<file path="config.mk">
export PLATFORM = sky130hd
export DESIGN_NAME = cos_sine_quad_reconst_pipe
export DESIGN_NICKNAME = d
export VERILOG_FILES = /design/src/rtl/cos_sine_quad_reconst_pipe.sv
export SDC_FILE = /design/constraint.sdc
export NUM_CORES = 1
export LEC_CHECK = 0
export CORE_ASPECT_RATIO = 1.75
export CORE_MARGIN = 2
export CORE_UTILIZATION = 25
export CTS_CLUSTER_SIZE = 8
export DETAILED_ROUTE_END_ITERATION = 10
export SLEW_MARGIN = 20
export SYNTH_ARGS = -nofsm -noshare
export SYNTH_HDL_FRONTEND = slang
export SYNTH_SLANG_ARGS = --single-unit
</file>
<file path="constraint.sdc">
create_clock -name iClk -period 2.45 [get_ports iClk]
set_input_delay 0.3675 -clock iClk [delete_from_list [all_inputs] [get_ports iClk]]
set_output_delay 0.3675 -clock iClk [all_outputs]
set_load 0.005 [all_outputs]
</file>
<file path="src/rtl/cos_sine_quad_reconst_pipe.sv">
// -----------------------------------------------------------------------------
// cos_sine_quad_reconst_pipe
//
// Rebuilds full-circle cos/sin values from first-quadrant magnitudes produced
// by the quarter-wave LUT/CORDIC stage. It feeds the mixer/DAC formatter.
//
//   Stage 1 (S1): picks the swap and sign for the quadrant and captures the
//                 format select and quadrant tag.
//   Stage 2 (S2): converts each (sign, magnitude) pair into the requested
//                 output format and drives the registered outputs.
//
// Flow control is valid/ready with full backpressure. A full pipeline still
// accepts a new sample in the same cycle that the downstream takes one, so
// throughput is one sample per clock.
//
// Parameters
//   WIDTH     magnitude width of iCos/iSin; the outputs are WIDTH+1 bits wide
//   ZERO_POS  1: a sign-magnitude zero is always emitted as +0
//             0: the sign bit selected for the quadrant is kept as-is
//
// Ports
//   iClk    in   1        clock, rising edge
//   iRst    in   1        synchronous, active-high reset
//   iValid  in   1        input sample valid
//   oReady  out  1        the block can accept an input this cycle
//   iQuad   in   2        quadrant of the full angle (0..3)
//   iCos    in   WIDTH    unsigned cos magnitude of the in-quadrant angle
//   iSin    in   WIDTH    unsigned sin magnitude of the in-quadrant angle
//   iFmt    in   1        0: sign-magnitude {sign,mag}; 1: two's complement
//   oValid  out  1        output sample valid
//   iReady  in   1        downstream accepts the output this cycle
//   oCos    out  WIDTH+1  reconstructed cos
//   oSin    out  WIDTH+1  reconstructed sin
//   oQuad   out  2        iQuad of the sample on the outputs
// -----------------------------------------------------------------------------
`timescale 1ns/1ps

module cos_sine_quad_reconst_pipe #(
  parameter int WIDTH    = 16,
  parameter int ZERO_POS = 1
) (
  input  logic             iClk,
  input  logic             iRst,
  input  logic             iValid,
  output logic             oReady,
  input  logic [1:0]       iQuad,
  input  logic [WIDTH-1:0] iCos,
  input  logic [WIDTH-1:0] iSin,
  input  logic             iFmt,
  output logic             oValid,
  input  logic             iReady,
  output logic [WIDTH:0]   oCos,
  output logic [WIDTH:0]   oSin,
  output logic [1:0]       oQuad
);

  localparam logic [WIDTH:0]   ONE_W1  = {{WIDTH{1'b0}}, 1'b1};
  localparam logic [WIDTH:0]   ZERO_W1 = {(WIDTH+1){1'b0}};
  localparam logic [WIDTH-1:0] ZERO_W  = {WIDTH{1'b0}};

  // ---------------------------------------------------------------------------
  // Format conversion for one (sign, magnitude) pair.
  // Two's complement: negating {0,mag} cannot overflow WIDTH+1 bits, so a
  // full-scale magnitude needs no saturation. A negated zero wraps back to 0.
  // Sign-magnitude: the sign bit may be forced to + when the magnitude is 0.
  // ---------------------------------------------------------------------------
  function automatic logic [WIDTH:0] format_sample(
    input logic             neg,
    input logic [WIDTH-1:0] mag,
    input logic             fmt
  );
    logic [WIDTH:0] ext;
    logic [WIDTH:0] result;
    logic           sign;
    ext = {1'b0, mag};
    if (fmt) begin
      if (neg) begin
        result = ~ext + ONE_W1;
      end else begin
        result = ext;
      end
    end else begin
      if ((ZERO_POS != 0) && (mag == ZERO_W)) begin
        sign = 1'b0;
      end else begin
        sign = neg;
      end
      result = {sign, mag};
    end
    return result;
  endfunction

  // Handshake and pipeline-control signals
  logic             in_xfer_s;
  logic             move_s;

  // Quadrant-resolved (sign, magnitude) pairs, before registering into S1
  logic             sel_cos_neg_s;
  logic             sel_sin_neg_s;
  logic [WIDTH-1:0] sel_cos_mag_s;
  logic [WIDTH-1:0] sel_sin_mag_s;

  // Stage 1 registers
  logic             v1_r;
  logic             s1_cos_neg_r;
  logic             s1_sin_neg_r;
  logic [WIDTH-1:0] s1_cos_mag_r;
  logic [WIDTH-1:0] s1_sin_mag_r;
  logic             s1_fmt_r;
  logic [1:0]       s1_quad_r;

  // Stage 2 registers, which are also the outputs
  logic             v2_r;
  logic [WIDTH:0]   cos_r;
  logic [WIDTH:0]   sin_r;
  logic [1:0]       quad_r;

  // Ready depends only on pipeline occupancy and downstream ready.
  // It never depends on iValid, so there is no combinational loop upstream.
  always_comb begin
    oReady    = !v1_r || !v2_r || iReady;
    in_xfer_s = iValid && oReady;
    // S1 advances whenever S2 is empty or is being emptied this cycle.
    move_s    = v1_r && (!v2_r || iReady);
  end

  // Quadrant reconstruction: rotate (+C, +S) by quad * 90 degrees.
  always_comb begin
    sel_cos_neg_s = 1'b0;
    sel_sin_neg_s = 1'b0;
    sel_cos_mag_s = iCos;
    sel_sin_mag_s = iSin;
    case (iQuad)
      2'd0: begin
        sel_cos_neg_s = 1'b0;
        sel_cos_mag_s = iCos;
        sel_sin_neg_s = 1'b0;
        sel_sin_mag_s = iSin;
      end
      2'd1: begin
        sel_cos_neg_s = 1'b1;
        sel_cos_mag_s = iSin;
        sel_sin_neg_s = 1'b0;
        sel_sin_mag_s = iCos;
      end
      2'd2: begin
        sel_cos_neg_s = 1'b1;
        sel_cos_mag_s = iCos;
        sel_sin_neg_s = 1'b1;
        sel_sin_mag_s = iSin;
      end
      2'd3: begin
        sel_cos_neg_s = 1'b0;
        sel_cos_mag_s = iSin;
        sel_sin_neg_s = 1'b1;
        sel_sin_mag_s = iCos;
      end
      default: begin
        sel_cos_neg_s = 1'b0;
        sel_cos_mag_s = iCos;
        sel_sin_neg_s = 1'b0;
        sel_sin_mag_s = iSin;
      end
    endcase
  end

  // Stage 1: capture the quadrant-resolved sample on an input transfer.
  always_ff @(posedge iClk) begin
    if (iRst) begin
      v1_r         <= 1'b0;
      s1_cos_neg_r <= 1'b0;
      s1_sin_neg_r <= 1'b0;
      s1_cos_mag_r <= ZERO_W;
      s1_sin_mag_r <= ZERO_W;
      s1_fmt_r     <= 1'b0;
      s1_quad_r    <= 2'd0;
    end else begin
      v1_r <= in_xfer_s || (v1_r && !move_s);
      if (in_xfer_s) begin
        s1_cos_neg_r <= sel_cos_neg_s;
        s1_sin_neg_r <= sel_sin_neg_s;
        s1_cos_mag_r <= sel_cos_mag_s;
        s1_sin_mag_r <= sel_sin_mag_s;
        s1_fmt_r     <= iFmt;
        s1_quad_r    <= iQuad;
      end
    end
  end

  // Stage 2: format conversion into the output registers. Outputs hold while stalled.
  always_ff @(posedge iClk) begin
    if (iRst) begin
      v2_r   <= 1'b0;
      cos_r  <= ZERO_W1;
      sin_r  <= ZERO_W1;
      quad_r <= 2'd0;
    end else begin
      v2_r <= move_s || (v2_r && !iReady);
      if (move_s) begin
        cos_r  <= format_sample(s1_cos_neg_r, s1_cos_mag_r, s1_fmt_r);
        sin_r  <= format_sample(s1_sin_neg_r, s1_sin_mag_r, s1_fmt_r);
        quad_r <= s1_quad_r;
      end
    end
  end

  // Outputs come straight from the stage 2 registers.
  always_comb begin
    oValid = v2_r;
    oCos   = cos_r;
    oSin   = sin_r;
    oQuad  = quad_r;
  end

endmodule

</file>
==> out/metrics.cfg <==
[synthesis]
syn_nets = 495
avgSynthCellArea_um2 = 8.06
synth_top_family_by_area = compound AO/OA/AOI/OAI gates
synth-edff-count = 0
synth-seq-cells = 75
async_flop_share_pct = 0
synthFlopType = dfxtp_1
synth_seq_area_share_pct = 41.3
synth_adder_area_share_pct = 1.72
synth_xor_area_share_pct = 5.30
syn_inst = 451
synthDistinctLibCells = 38
synth.area.mux_share_pct = 1.38
yosys_warnings = 0
syn_area_mm2 = 0.00364
synth-compound-area-share_pct = 24.9
synthSimpleGateAreaFrac_pct = 20.3

[floorplanning]
die_area_mm2 = 0.0156
ioPinCount = 77
fp.dieW_um = 95.2
die_y_um = 164
initial_core_util_pct = 25.4
core_mm2 = 0.0143
rows = 58

[clock_network]
root_buffer = clkbuf_16
htreeDepth = 3
cts_hold_buf = 0
clk-insertion-delay-late_ns = 0.34
cts.sinks = 75
cts_tree = yes
cts_buffer_depth = 2
clk_pin_slew_worst_paths_ns = 0.06
numCtsBuffers = 9
post_cts_buffers = 0
post_cts_resized = 0

[critical_path]
path_common_cell = or4_4
startpoint_type = flip-flop
critPathArrivalTime_ns = 2.26
path_max_fanout = 5
reg2reg_slack_ns = 0.44
crit_type = reg -> reg
path_delay_family = simple AND/OR/NAND/NOR gates
cp_cell_sequence = or4_4 > or4_4 > a21bo_1 > a311oi_2
crit_buf_inv = 0
worst-endpoint-required_ns = 2.70
slowest_stage = or4_4
worst_path_largest_cell_delay_ns = 0.57
crit_path_end_kind = flip-flop

[timing]
fin_tns_setup_ns = 0
finClkSkew_ns = 0.00617
finalHoldViolations = 0
worst_pin_slew_ns = 0.788
finalSetupViolCount = 0
whs_ns = 0.396
fmax_mhz = 496
final.period_utilization_pct = 82.2
maxSlewHeadroom_pct = 47.0
min_period_ns = 2.01
rsz0062_at_grt = no
slew_violations = 0

[final_layout]
antennaDiodeCount = 0
fillCellCount = 1456
layout_commonest_cell = nor2_1
synthToLayoutAreaGrowth_pct = 35.6
final_cell_mix = nor2_1, clkdlybuf4s50_1, dfxtp_1, nand2_1, a311oi_1
finalNetCount = 563
drive_gt1_share_pct = 7.82
final_cell_count_no_fill = 704

[global_routing]
antenna_found_initial = 0
grtUsageMet2_pct = 25.8
grt_use_met3_pct = 2.49
met1_usage_pct = 14.3
grt_max_degree = 72
grt.overflow.total = 0
grt_pass1_vias = 3311
gr-max-usage-layer = met2
grt_pass1_wl_um = 16800
track_usage_pct = 13.9

[drt]
vias = 3471
drt_first_pass_iters = 4
wirelength_um = 10400
drtAntennaViolNets = 0
viasPerCell = 4.93
drt-initial-drc-count = 165
drc = 0
wl_per_cell_um = 14.8

[run_status]
status = completed

[pwr]
leakage_nw = 1.72
power_density_mw_per_mm2 = 650
vdd_drop_max_mv = 0.248

[placement]
hpwl_um = 8130
portBuffers = 76
dpl.cell_count = 688
place.gp.congestion = 0.830

[run]
drv_cap = 0

[min_path]
worstHoldPathType = in -> reg

[through the flow]
step	cell area [um^2]	setup WS, ns	utilization (%)	total power [mW]
2_1_floorplan	3640	0.453	-	1.72
3_3_place_gp	4650	0.340	32.5	1.99
3_5_place_dp	4650	0.362	32.5	2.00
4_1_cts	4930	0.428	34.5	3.24
5_1_grt	4930	0.255	34.5	3.36
6_report	4930	0.435	34.5	3.21
[synth_stat cells, types with 2 or more instances]
library cell  count  area share (%)
nand2_1          48             5.0
nor3_1            8             1.1
a21oi_1          14             1.9
nand4_1           3            0.52
o41ai_1           2            0.48
a31oi_1           6             1.0
ha_1              5             1.7
or4_4             3            0.93
nor4_1            7             1.2
clkbuf_1         35             3.6
dfxtp_1          75              41
and4_1            3            0.72
nor2_1           80             8.3
and2_1            2            0.34
inv_1            11             1.1
o21ai_0          36             5.0
xor2_1            4            0.96
a211oi_1         24             5.0
mux2i_1           5             1.4
or3_1             6             1.0
a311oi_1         37             8.9
a41oi_1           4            0.96
xnor2_1          18             4.3
[sequential cells by signal, indices dropped and copies added (netlist names)]
name / count
oCos: 17
oQuad: 2
oSin: 17
oValid: 1
s1_cos_mag_r: 16
s1_cos_neg_r: 1
s1_fmt_r: 1
s1_quad_r: 2
s1_sin_mag_r: 16
s1_sin_neg_r: 1
v1_r: 1
[metal layers]
metal,vias to the layer above,routed length (um)
met5,-,0
met4,0,320
met3,17,454
met2,69,5670
met1,1610,3990
li1,1775,-
[cells by family (layout without fill, tap and decap cells)]
| kind of cell | Yosys count | after routing |
|---|---|---|
| AO/OA/AOI/OAI | 130 | 130 |
| buffers and inverters | 47 | 120 |
| AND/OR/NAND/NOR | 167 | 167 |
| multiplexers | 5 | 5 |
| flip-flops | 75 | 75 |
| XOR/XNOR | 22 | 22 |
| adder cells (fa/ha/maj) | 5 | 5 |
[worst paths after layout]
check / cells past startpoint / to / from
hold / removal: 2 / v1_r / iRst
hold reg to reg: 2 / oQuad[1] / oQuad[1]
setup reg to reg: 4 / oSin[14] / s1_sin_mag_r[8]
setup / recovery: 4 / oSin[14] / s1_sin_mag_r[8]
[area by class of cell]
class / count / area (um^2) / area share, %
tap: 180 / 225 / 4.57
timing repair buffer: 93 / 908 / 18.4
sequential: 75 / 1500 / 30.4
inverter: 11 / 41.3 / 0.837
clock buffer: 12 / 256 / 5.20
multi-input combinational: 329 / 1970 / 40.0
clock inverter: 4 / 25.0 / 0.507
[where the power goes]
group | internal, mW | switching [mW]
Clock | 0.737 | 0.498
Combinational | 0.290 | 0.287
Sequential | 1.31 | 0.0862
(Power assumes the default switching activity.)
